--- src/rtl/intersection_scheduler.sv ---
// Two-road intersection light scheduler with pedestrian walk phase.
// One-second prescaler, per-phase countdown, registered lamp outputs.
module intersection_scheduler #(
  parameter int CLK_FREQ_HZ  = 100,
  parameter int MAIN_GREEN_S = 20,
  parameter int SIDE_GREEN_S = 10,
  parameter int YELLOW_S     = 5,
  parameter int ALL_RED_S    = 2,
  parameter int WALK_S       = 8,
  parameter int PED_CUT_S    = 10
) (
  input  logic       clk,
  input  logic       rst,
  input  logic       side_req,
  input  logic       ped_req,
  output logic [2:0] main_light,
  output logic [2:0] side_light,
  output logic       walk,
  output logic       ped_ack,
  output logic [4:0] sec_left,
  output logic [2:0] phase
);

  localparam logic [2:0] S_MAIN_G = 3'd0;
  localparam logic [2:0] S_MAIN_Y = 3'd1;
  localparam logic [2:0] S_ALL_R1 = 3'd2;
  localparam logic [2:0] S_WALK   = 3'd3;
  localparam logic [2:0] S_SIDE_G = 3'd4;
  localparam logic [2:0] S_SIDE_Y = 3'd5;
  localparam logic [2:0] S_ALL_R2 = 3'd6;

  localparam logic [2:0] L_RED = 3'b100;
  localparam logic [2:0] L_YEL = 3'b010;
  localparam logic [2:0] L_GRN = 3'b001;

  localparam int PW = (CLK_FREQ_HZ > 1) ? $clog2(CLK_FREQ_HZ) : 1;
  localparam logic [PW-1:0] PRESC_MAX = PW'(CLK_FREQ_HZ - 1);
  localparam logic [4:0] CUT = 5'(PED_CUT_S);

  logic [2:0]    phase_q, phase_d;
  logic [4:0]    sec_q, sec_d;
  logic [PW-1:0] presc_q, presc_d;
  logic          side_pend_q, side_pend_d;
  logic          ped_pend_q, ped_pend_d;
  logic [2:0]    main_q, main_d;
  logic [2:0]    side_q, side_d;
  logic          walk_q, walk_d;
  logic          ack_q, ack_d;
  logic          tick, last, entering;

  function automatic logic [4:0] dur(input logic [2:0] p);
    logic [4:0] d;
    case (p)
      S_MAIN_Y, S_SIDE_Y: d = 5'(YELLOW_S);
      S_ALL_R1, S_ALL_R2: d = 5'(ALL_RED_S);
      S_WALK:             d = 5'(WALK_S);
      S_SIDE_G:           d = 5'(SIDE_GREEN_S);
      default:            d = 5'(MAIN_GREEN_S);
    endcase
    return d;
  endfunction

  always_comb begin
    tick    = (presc_q == PRESC_MAX);
    last    = tick && (sec_q == 5'd1);
    phase_d = phase_q;
    sec_d   = sec_q;
    presc_d = tick ? '0 : presc_q + 1'b1;
    case (phase_q)
      S_MAIN_G: begin
        // Leave as soon as the count hits zero with someone waiting
        if ((sec_q == 5'd0 || last) && (side_pend_q || ped_pend_q))
          phase_d = S_MAIN_Y;
        else if (ped_req && sec_q > CUT) begin
          sec_d   = CUT;
          presc_d = '0;
        end else if (tick && sec_q != 5'd0)
          sec_d = sec_q - 5'd1;
      end
      S_MAIN_Y: if (last) phase_d = S_ALL_R1;
      S_ALL_R1: if (last) phase_d = ped_pend_q ? S_WALK :
                                    side_pend_q ? S_SIDE_G : S_MAIN_G;
      S_WALK:   if (last) phase_d = side_pend_q ? S_SIDE_G : S_MAIN_G;
      S_SIDE_G: if (last) phase_d = S_SIDE_Y;
      S_SIDE_Y: if (last) phase_d = S_ALL_R2;
      S_ALL_R2: if (last) phase_d = S_MAIN_G;
      default:  phase_d = S_MAIN_G;
    endcase
    if (phase_q != S_MAIN_G && phase_q == phase_d && tick)
      sec_d = sec_q - 5'd1;
    entering = (phase_d != phase_q);
    if (entering) begin
      sec_d   = dur(phase_d);
      presc_d = '0;
    end
  end

  always_comb begin
    side_pend_d = (side_pend_q || (side_req && phase_q != S_SIDE_G))
                  && !(entering && phase_d == S_SIDE_G);
    ped_pend_d  = (ped_pend_q || (ped_req && phase_q != S_WALK))
                  && !(entering && phase_d == S_WALK);
    walk_d = (phase_d == S_WALK);
    ack_d  = entering && (phase_d == S_WALK);
    main_d = L_RED;
    side_d = L_RED;
    unique case (1'b1)
      phase_d == S_MAIN_G: main_d = L_GRN;
      phase_d == S_MAIN_Y: main_d = L_YEL;
      phase_d == S_SIDE_G: side_d = L_GRN;
      phase_d == S_SIDE_Y: side_d = L_YEL;
      default: ;
    endcase
  end

  always_ff @(posedge clk) begin
    if (rst) begin
      phase_q     <= S_MAIN_G;
      sec_q       <= 5'(MAIN_GREEN_S);
      presc_q     <= '0;
      side_pend_q <= 1'b0;
      ped_pend_q  <= 1'b0;
      main_q      <= L_GRN;
      side_q      <= L_RED;
      walk_q      <= 1'b0;
      ack_q       <= 1'b0;
    end else begin
      phase_q     <= phase_d;
      sec_q       <= sec_d;
      presc_q     <= presc_d;
      side_pend_q <= side_pend_d;
      ped_pend_q  <= ped_pend_d;
      main_q      <= main_d;
      side_q      <= side_d;
      walk_q      <= walk_d;
      ack_q       <= ack_d;
    end
  end

  assign main_light = main_q;
  assign side_light = side_q;
  assign walk       = walk_q;
  assign ped_ack    = ack_q;
  assign sec_left   = sec_q;
  assign phase      = phase_q;

endmodule

--- config.mk ---
export PLATFORM = sky130hd
export DESIGN_NAME = intersection_scheduler
export DESIGN_NICKNAME = d
export VERILOG_FILES = /design/src/rtl/intersection_scheduler.sv
export SDC_FILE = /design/constraint.sdc
export NUM_CORES = 1
export LEC_CHECK = 0
export CORE_ASPECT_RATIO = 0.5
export CORE_MARGIN = 3
export CORE_UTILIZATION = 44
export DETAILED_ROUTE_END_ITERATION = 10
export PLACE_DENSITY = 0.66
export SLEW_MARGIN = 20
export SYNTH_ARGS = -nofsm -noshare
export SYNTH_HDL_FRONTEND = slang
export SYNTH_SLANG_ARGS = --single-unit
--- constraint.sdc ---
create_clock -name clk -period 3.65 [get_ports clk]
set_clock_uncertainty 0.2 [all_clocks]
set_input_delay 0.73 -clock clk [delete_from_list [all_inputs] [get_ports clk]]
set_output_delay 0.73 -clock clk [all_outputs]
set_load 0.05 [all_outputs]
==> impl_metrics.env, run 1 <==
export IMPL_outcome="completed"
export IMPL_clk_path_buf_depth=2
export IMPL_post_cts_resized=0
export IMPL_crit_path_end_kind="register"
export IMPL_rsz0062_at_grt="no"
export IMPL_grt_util_all_layers_pct=16.99
export IMPL_critPathLaunchType="register"
export IMPL_path_buf_inv=3
export IMPL_ys_types=52
export IMPL_coreArea_sq_um=3100
export IMPL_path_cells="inv_1 -> ha_1 -> nor4b_4 -> nand3_4 -> o311a_1 -> inv_1 -> ha_1 -> inv_1 -> a311o_1 -> o211ai_1 -> a222oi_1 -> a311oi_1"
export IMPL_cts_made_buffers=3
export IMPL_wl_microns=3404
export IMPL_max_vdd_ir_drop_v=0.0001796
export IMPL_yosysWarnings=0
export IMPL_firstDrtPassIters=4
export IMPL_portBuffers=19
export IMPL_clk_latency_ns=0.27
export IMPL_vias=1257
export IMPL_whs_path_depth=1
export IMPL_syn_area_sq_um=1468
export IMPL_hold_start="presc_q[0]"
export IMPL_ys_flop_type="dfxtp_1"
export IMPL_globalplace_congestion=0.8620
export IMPL_htree_levels=1
export IMPL_grt_max_degree=16
export IMPL_final_util_pct=56.05
export IMPL_syn_inst=158
export IMPL_grt_overflow=0
export IMPL_ff2ff_setup_slack_ns=0.36
export IMPL_nFillCells=278
export IMPL_crit_arrival_ns=3.28
export IMPL_fin_area_sq_um=1738
export IMPL_cp_required_ns=3.63
export IMPL_cp_slowest_stage_delay_ns=0.45
export IMPL_timing_hold_worst_endpoint="presc_q[0]"
export IMPL_path_class="reg -> reg"
export IMPL_cp_slowest_cell="o311a_1"
export IMPL_final_period_utilization_pct=90.19
export IMPL_post_route_min_period_ns=3.292
export IMPL_start_util_pct=47.34
export IMPL_critPathMostFrequentCell="inv_1"
export IMPL_vias_per_cell=5.819
export IMPL_ant_nets=0
export IMPL_hold_ws_ns=0.2476
export IMPL_leakage_nw=0.6768
export IMPL_wl_per_cell_microns=15.76
export IMPL_antenna_found_initial=0
export IMPL_clock_sinks=25
export IMPL_rr_startpoint="sec_left[1]"
export IMPL_finalHoldViolations=0
export IMPL_synth_edf_count=0
export IMPL_clkTransAtPathRegs_ns=0.09
export IMPL_setup_viol=0
export IMPL_grt_pass1_vias=1047
export IMPL_cts_tree="yes"
export IMPL_dp_slack_ns=0.4077
export IMPL_syn_num_nets=172
export IMPL_antenna_cells=0
export IMPL_ys_ff_latch=25
export IMPL_layout_setup_ws_ns=0.3582
export IMPL_die_area_sq_um=4107
export IMPL_drtIter0Drc=89
export IMPL_drc=0
export IMPL_total_power_mw=0.6116
export IMPL_crit_family="compound AO/OA/AOI/OAI gates"
export IMPL_yosysSeqAreaShare_pct=34.10
export IMPL_placed_cell_area_sq_um=1689
export IMPL_std_cell_rows=14
export IMPL_hpwl_microns=2570
export IMPL_cap_violations=0
export IMPL_grt_pass1_wl_microns=5257
export IMPL_cts_setup_buffers=0
export IMPL_async_reset_ff_share_pct=0
export IMPL_place_inst=212
export IMPL_hold_buffers=0
export IMPL_r2r_end="sec_left[1]"
export IMPL_ff2ff_path_depth=12
export IMPL_nets=191
export IMPL_slew_viol_final=0
export IMPL_min_path_type="reg -> reg"
export IMPL_avgSynthCellArea_sq_um=9.289
export IMPL_tightest_slew_ns=0.5263
export IMPL_drive_gt1_share_pct=12.50
export IMPL_cts_root_buf="clkbuf_8"
export IMPL_areaGrowthSynthToFinish_pct=18.41
export IMPL_setup_tns_ns=0
export IMPL_fmax_mhz=303.8
export IMPL_die_h_microns=46.84
export IMPL_worst_path_max_fanout=8
export IMPL_ioPinCount=20
export IMPL_slew_headroom_pct=63.91
export IMPL_p_per_area_nw_per_um2=351.9
export IMPL_stdcell_count=216
export IMPL_die_x_microns=87.68
-- worst register-to-register path: cells and delay by family, from the launching register on --
family                   cells  cell delay, ns
AND/OR/NAND/NOR              2            0.60
adder cells (fa/ha/maj)      2            0.45
buffers and inverters        3            0.32
flip-flops                   1            0.38
AO/OA/AOI/OAI                5            1.25
-- how the worst max path moves through the flow --
stage / start / endpoint / slack [ns] / cells past startpoint
after floorplan: sec_left[0] / sec_left[1] / 0.49 / 11
after global placement: sec_left[1] / sec_left[1] / 0.51 / 12
after detailed placement: sec_left[1] / sec_left[1] / 0.41 / 12
after CTS: sec_left[1] / sec_left[1] / 0.40 / 12
after global routing: sec_left[1] / sec_left[1] / 0.21 / 12
final: sec_left[1] / sec_left[1] / 0.36 / 12
-- per-layer routing --
layer  part of all wire (%)  global-route usage [%]  vias up
met1                     52                   26.02      590
li1                       -                       -      623
met2                     41                   24.25       42
met3                    6.7                   4.729        2
met5                      0                       0        -
met4                   0.38                   1.835        0
-- synthesized netlist by cell type, drive strengths merged, types with 2 or more instances --
library cell | n | area [sq um]
a21oi | 5 | 25.02
ha | 10 | 125.1
o21a | 3 | 22.52
xor2 | 2 | 17.52
nor2 | 13 | 48.80
nor2b | 2 | 12.51
dfxtp | 25 | 500.5
a41oi | 2 | 17.52
nand2 | 7 | 26.28
o211ai | 4 | 30.03
clkbuf | 3 | 11.26
buf | 3 | 15.01
a311oi | 4 | 35.03
xnor2 | 4 | 35.03
o21ai | 6 | 30.03
nor4b | 2 | 47.55
a22o | 2 | 18.77
nor3 | 5 | 36.29
and2 | 3 | 22.53
a31o | 3 | 26.28
o2111ai | 2 | 23.77
and3 | 5 | 35.03
inv | 12 | 45.04
nand2b | 3 | 18.77
a221oi | 2 | 17.52
a21boi | 2 | 15.01
nand3 | 6 | 42.54
-- where the power goes --
| group | internal, mW | switching (mW) |
|---|---|---|
| registers | 0.286 | 0.0204 |
| logic | 0.0558 | 0.0832 |
| clock network | 0.0774 | 0.0891 |
-- cell type report --
cell class	count	area, sq um	share of cell area, %
multi-input combinational	115	895.9	51.55
sequential	25	500.5	28.80
timing repair buffer	20	197.7	11.38
tap	40	50.05	2.880
inverter	12	45.04	2.592
clock buffer	3	41.29	2.376
clock inverter	1	7.507	0.4320
-- state kept, by name (all words and copies together), names as in the netlist --
name,cells
ped_ack,1
phase,3
side_pend_q,1
walk,1
sec_left,5
ped_pend_q,1
main_light,3
side_light,3
presc_q,7
-- logic make-up after synthesis --
group | share of synthesized area, %
adder cells (fa/ha/maj) | 8.525
XOR/XNOR | 3.581
flip-flops | 34.10
multiplexers | 1.705
AND/OR/NAND/NOR | 20.72
buffers and inverters | 4.859
AO/OA/AOI/OAI | 26.51
-- layout by cell type (no fill, tap or decap), types with 2 or more instances in the layout --
master / instances
nor2b_1: 2
nor2_1: 13
and3_1: 2
a21boi_0: 2
xnor2_1: 4
nor4b_4: 2
o211ai_1: 4
nand2_1: 7
inv_1: 12
a311oi_1: 4
o21a_1: 3
clkbuf_8: 3
a31o_2: 3
a21oi_1: 5
nor3_1: 4
clkdlybuf4s50_1: 19
nand3_1: 5
nand2b_1: 3
a41oi_1: 2
xor2_1: 2
o21ai_0: 6
ha_1: 10
a221oi_1: 2
and3_2: 3
dfxtp_1: 25
No activity file was read; power rests on OpenSTA's default activity.
==> inputs of run 2 (changes only) <==
--- a/config.mk
+++ b/config.mk
@@ -5,11 +5,12 @@
 export SDC_FILE = /design/constraint.sdc
 export NUM_CORES = 1
 export LEC_CHECK = 0
+export CAP_MARGIN = 20
 export CORE_ASPECT_RATIO = 0.5
 export CORE_MARGIN = 3
 export CORE_UTILIZATION = 44
 export DETAILED_ROUTE_END_ITERATION = 10
-export PLACE_DENSITY = 0.66
+export PLACE_DENSITY = 0.78
 export SLEW_MARGIN = 20
 export SYNTH_ARGS = -nofsm -noshare
 export SYNTH_HDL_FRONTEND = slang
==> impl_metrics.env, run 2 (synthesized netlist as in run 1, its figures left out) <==
export IMPL_outcome="completed"
export IMPL_rsz0062_at_grt="no"
export IMPL_die_h_microns=46.84
export IMPL_setup_tns_ns=0
export IMPL_final_cell_mix="dfxtp_1 (25), clkdlybuf4s50_1 (19), nor2_1 (13)"
export IMPL_cap_violations=0
export IMPL_cts_root_buf="clkbuf_8"
export IMPL_p_per_area_nw_per_um2=353.7
export IMPL_leakage_nw=0.6826
export IMPL_path_class="reg -> reg"
export IMPL_ant_nets=0
export IMPL_wl_microns=3484
export IMPL_max_vdd_ir_drop_v=0.0001877
export IMPL_p_clk_share_pct=27.8
export IMPL_die_x_microns=87.68
export IMPL_drive_gt1_share_pct=12.43
export IMPL_finalHoldViolations=0
export IMPL_nets=192
export IMPL_start_util_pct=47.34
export IMPL_clk_path_buf_depth=2
export IMPL_post_cts_resized=0
export IMPL_std_cell_rows=14
export IMPL_cts_tree="yes"
export IMPL_ioPinCount=20
export IMPL_top_register="presc_q"
export IMPL_grt_overflow=0
export IMPL_final_common_cell="dfxtp_1"
export IMPL_power_switching_mw=0.1957
export IMPL_areaGrowthSynthToFinish_pct=18.67
export IMPL_clkTransAtPathRegs_ns=0.10
export IMPL_min_path_type="reg -> reg"
export IMPL_worst_path_max_fanout=8
export IMPL_critPathLaunchType="register"
export IMPL_hold_buffers=0
export IMPL_p_comb_share_pct=22.7
export IMPL_drtIter0Drc=128
export IMPL_tightest_slew_ns=0.6172
export IMPL_antenna_found_initial=0
export IMPL_grt_busiest_layer="met2"
export IMPL_p_int_mw=0.4204
export IMPL_cp_required_ns=3.65
export IMPL_stdcell_count=217
export IMPL_met2_usage_pct=28.29
export IMPL_slew_headroom_pct=57.68
export IMPL_cts_setup_buffers=0
export IMPL_vias_per_cell=5.949
export IMPL_antenna_cells=0
export IMPL_htree_levels=1
export IMPL_clk_latency_ns=0.28
export IMPL_p_sw_share_pct=31.76
export IMPL_vias=1291
export IMPL_portBuffers=19
export IMPL_coreArea_sq_um=3100
export IMPL_fmax_mhz=303.3
export IMPL_grt_pass1_wl_microns=5609
export IMPL_firstDrtPassIters=4
export IMPL_slew_viol_final=0
export IMPL_nFillCells=265
export IMPL_grt_max_degree=14
export IMPL_p_seq_share_pct=49.5
export IMPL_grt_pass1_vias=1169
export IMPL_gr_usage_met1_pct=24.76
export IMPL_die_area_sq_um=4107
export IMPL_crit_arrival_ns=3.29
export IMPL_setup_viol=0
export IMPL_globalplace_congestion=0.9103
export IMPL_post_route_min_period_ns=3.297
export IMPL_cts_made_buffers=3
export IMPL_hpwl_microns=2556
export IMPL_use_met3_pct=5.954
export IMPL_wl_per_cell_microns=16.06
export IMPL_place_inst=213
export IMPL_drc=0
export IMPL_clock_sinks=25
export IMPL_largest_register_ffs=7
export IMPL_grt_util_all_layers_pct=18.18
export IMPL_crit_path_end_kind="register"
export IMPL_final_period_utilization_pct=90.32
[run 2: changes by cell type in the layout (fill, tap and decap cells not counted), sizes merged]
cell | before | now
buf | 1 | 2
clkbuf | 3 | 4
clkinvlp | 1 | 0
[run 2: stage by stage]
step / power, mW / instance area (sq um) / hold slack [ns] / worst slack, ns / util [%]
after detailed placement: 0.4488 / 1697 / 0.2402 / 0.4345 / 54.72
after CTS: 0.6132 / 1742 / 0.2535 / 0.3934 / 56.17
final: 0.6161 / 1742 / 0.2497 / 0.3533 / 56.17
after global routing: 0.6373 / 1742 / 0.2690 / 0.1029 / 56.17
after global placement: 0.4467 / 1697 / 0.2214 / 0.5878 / 54.72
after floorplan: 0.4066 / 1468 / 0.2132 / 0.4886 / -
[run 2: critical path: stages, from the launching register on]
cell      delay [ns]
dfxtp_1         0.38
inv_1           0.12
ha_1            0.21
nor4b_4         0.41
nand3_4         0.19
o311a_1         0.44
inv_1           0.13
ha_1            0.24
inv_1           0.06
a311o_1         0.30
o211ai_1        0.14
a222oi_1        0.13
a311oi_1        0.26
[run 2: final timing paths]
| kind | start | endpoint | slack [ns] | cells past startpoint |
|---|---|---|---|---|
| worst min register to register | presc_q[0] | presc_q[0] | 0.25 | 1 |
| worst max-delay path | sec_left[1] | sec_left[1] | 0.35 | 12 |
| worst min-delay path | presc_q[0] | presc_q[0] | 0.25 | 1 |
| worst max register to register | sec_left[1] | sec_left[1] | 0.35 | 12 |
[run 2: layout make-up]
type                            count  area (sq um)  share of cell area [%]
Clock buffer                        4         45.04                   2.586
Timing Repair Buffer               21         205.2                   11.78
Inverter                           12         45.04                   2.586
Tap cell                           40         50.05                   2.874
Sequential cell                    25         500.5                   28.74
Multi-Input combinational cell    115         895.9                   51.44
[run 2: routing by layer]
layer | up-vias | wire [microns]
met2 | 60 | 1505
met1 | 602 | 1720
met5 | - | 0
met3 | 4 | 228
met4 | 0 | 29
li1 | 625 | -
[run 2: power groups by stage]
stage | Sequential [mW] | Clock, mW | Combinational [mW]
finish | 0.305 | 0.171 | 0.140
CTS | 0.305 | 0.170 | 0.139
global placement | 0.311 | 0 | 0.136
global route | 0.308 | 0.179 | 0.150
detailed placement | 0.311 | 0 | 0.138
floorplan | 0.335 | 0 | 0.0717
==> inputs of run 3 (changes only) <==
--- a/config.mk
+++ b/config.mk
@@ -10,6 +10,7 @@
 export CORE_MARGIN = 3
 export CORE_UTILIZATION = 44
 export DETAILED_ROUTE_END_ITERATION = 10
+export GPL_TIMING_DRIVEN = 0
 export PLACE_DENSITY = 0.78
 export SLEW_MARGIN = 20
 export SYNTH_ARGS = -nofsm -noshare
==> impl_metrics.env, run 3 (synthesized netlist as in run 1, its figures left out) <==
export IMPL_p_per_area_nw_per_um2=349.4
export IMPL_final_util_pct=56.58
export IMPL_grt_max_degree=15
export IMPL_ant_nets=0
export IMPL_setup_tns_ns=0
export IMPL_nFillCells=286
export IMPL_cp_required_ns=3.62
export IMPL_antenna_found_initial=0
export IMPL_cts_made_buffers=3
export IMPL_globalplace_congestion=0.8783
export IMPL_cts_setup_buffers=0
export IMPL_coreArea_sq_um=3100
export IMPL_clk_latency_ns=0.28
export IMPL_crit_arrival_ns=3.47
export IMPL_p_comb_share_pct=23.0
export IMPL_drc=0
export IMPL_leakage_nw=0.6955
export IMPL_tightest_slew_ns=0.5409
export IMPL_cap_violations=0
export IMPL_htree_levels=1
export IMPL_grt_overflow=0
export IMPL_wl_microns=3368
export IMPL_die_h_microns=46.84
export IMPL_final_period_utilization_pct=95.90
export IMPL_outcome="completed"
export IMPL_antenna_cells=0
export IMPL_hpwl_microns=2521
export IMPL_largest_register_ffs=7
export IMPL_crit_path_end_kind="register"
export IMPL_post_cts_resized=0
export IMPL_die_x_microns=87.68
export IMPL_portBuffers=19
export IMPL_power_switching_mw=0.1951
export IMPL_grt_pass1_vias=1173
export IMPL_drtIter0Drc=96
export IMPL_critPathLaunchType="register"
export IMPL_min_path_type="reg -> reg"
export IMPL_areaGrowthSynthToFinish_pct=19.52
export IMPL_path_class="reg -> reg"
export IMPL_path_cells="ha_1 -> and2_0 -> clkbuf_1 -> a31o_2 -> o2111ai_2 -> o311a_1 -> inv_1 -> ha_1 -> inv_1 -> a311o_1 -> o211ai_1 -> a222oi_1 -> a311oi_1"
export IMPL_clock_sinks=25
export IMPL_die_area_sq_um=4107
export IMPL_clkTransAtPathRegs_ns=0.09
export IMPL_rsz0062_at_grt="no"
export IMPL_post_route_min_period_ns=3.500
export IMPL_start_util_pct=47.34
export IMPL_firstDrtPassIters=4
export IMPL_cp_slowest_cell="dfxtp_1"
export IMPL_setup_viol=0
export IMPL_p_seq_share_pct=49.3
export IMPL_std_cell_rows=14
export IMPL_grt_util_all_layers_pct=17.78
export IMPL_grt_pass1_wl_microns=5499
export IMPL_p_int_mw=0.4177
export IMPL_top_register="presc_q"
export IMPL_final_cell_mix="dfxtp_1 (25), clkdlybuf4s50_1 (19), nor2_1 (13)"
export IMPL_wl_per_cell_microns=15.24
export IMPL_p_sw_share_pct=31.84
export IMPL_cp_slowest_stage_delay_ns=0.37
export IMPL_cts_root_buf="clkbuf_8"
export IMPL_finalHoldViolations=0
export IMPL_fmax_mhz=285.7
export IMPL_slew_headroom_pct=62.91
export IMPL_hold_buffers=0
export IMPL_p_clk_share_pct=27.7
export IMPL_slew_viol_final=0
export IMPL_vias=1286
export IMPL_max_vdd_ir_drop_v=0.0001845
export IMPL_final_common_cell="dfxtp_1"
export IMPL_drive_gt1_share_pct=13.26
export IMPL_cts_tree="yes"
export IMPL_vias_per_cell=5.819
export IMPL_worst_path_max_fanout=9
export IMPL_nets=196
export IMPL_clk_path_buf_depth=2
export IMPL_ioPinCount=20
## run 3: cell types whose count changed in the layout (fill, tap and decap cells not counted), sizes merged
cell	previous run	this run
buf	2	3
clkbuf	4	6
clkinv	0	1
## run 3: worst max-delay path: cells and delay by family, from the launching register on
family | cells | cell delay, ns
flops | 1 | 0.37
buf+inv | 3 | 0.52
fa+ha+maj | 2 | 0.45
compound gates | 7 | 1.72
simple gates | 1 | 0.14
## run 3: final cells by class
| class | count | area [sq um] | area share, % |
|---|---|---|---|
| clock inverter | 1 | 5.005 | 0.2853 |
| tap | 40 | 50.05 | 2.853 |
| clock buffer | 3 | 41.29 | 2.354 |
| inverter | 12 | 45.04 | 2.568 |
| sequential | 25 | 500.5 | 28.53 |
| buffer | 6 | 26.28 | 1.498 |
| multi-input combinational | 115 | 895.9 | 51.07 |
| timing repair buffer | 19 | 190.2 | 10.84 |
## run 3: routing by layer
metal	GRT usage (%)	vias to the layer above	wire (microns)	share of wire (%)
li1	-	635	-	-
met1	24.19	613	1646	49
met3	5.254	3	233	6.9
met2	27.69	35	1473	44
met4	5.505	0	14	0.42
met5	0	-	0	0
## run 3: path summary, 6_finish.rpt
check,startpoint,to,slack [ns],depth (start not counted)
max reg2reg,presc_q[0],sec_left[1],0.15,13
max,presc_q[0],sec_left[1],0.15,13
min reg2reg,presc_q[0],presc_q[0],0.26,1
min,presc_q[0],presc_q[0],0.26,1
## run 3: power groups by stage
stage | clock network [mW] | logic, mW | registers (mW)
after floorplan | 0 | 0.0717 | 0.335
after global placement | 0 | 0.136 | 0.308
after detailed placement | 0 | 0.139 | 0.309
after CTS | 0.173 | 0.140 | 0.302
after global routing | 0.184 | 0.151 | 0.304
final | 0.170 | 0.141 | 0.302
## run 3: metrics by stage
stage | area (sq um) | total power [mW] | setup WS, ns | hold WS, ns | instances
after global placement | 1708 | 0.4442 | 0.3471 | 0.2264 | 217
after floorplan | 1468 | 0.4066 | 0.4886 | 0.2132 | 158
after detailed placement | 1708 | 0.4477 | 0.2758 | 0.2425 | 217
after CTS | 1754 | 0.6156 | 0.2256 | 0.2607 | 221
final | 1754 | 0.6129 | 0.1497 | 0.2593 | 221
after global routing | 1754 | 0.6403 | 0.008745 | 0.2854 | 221
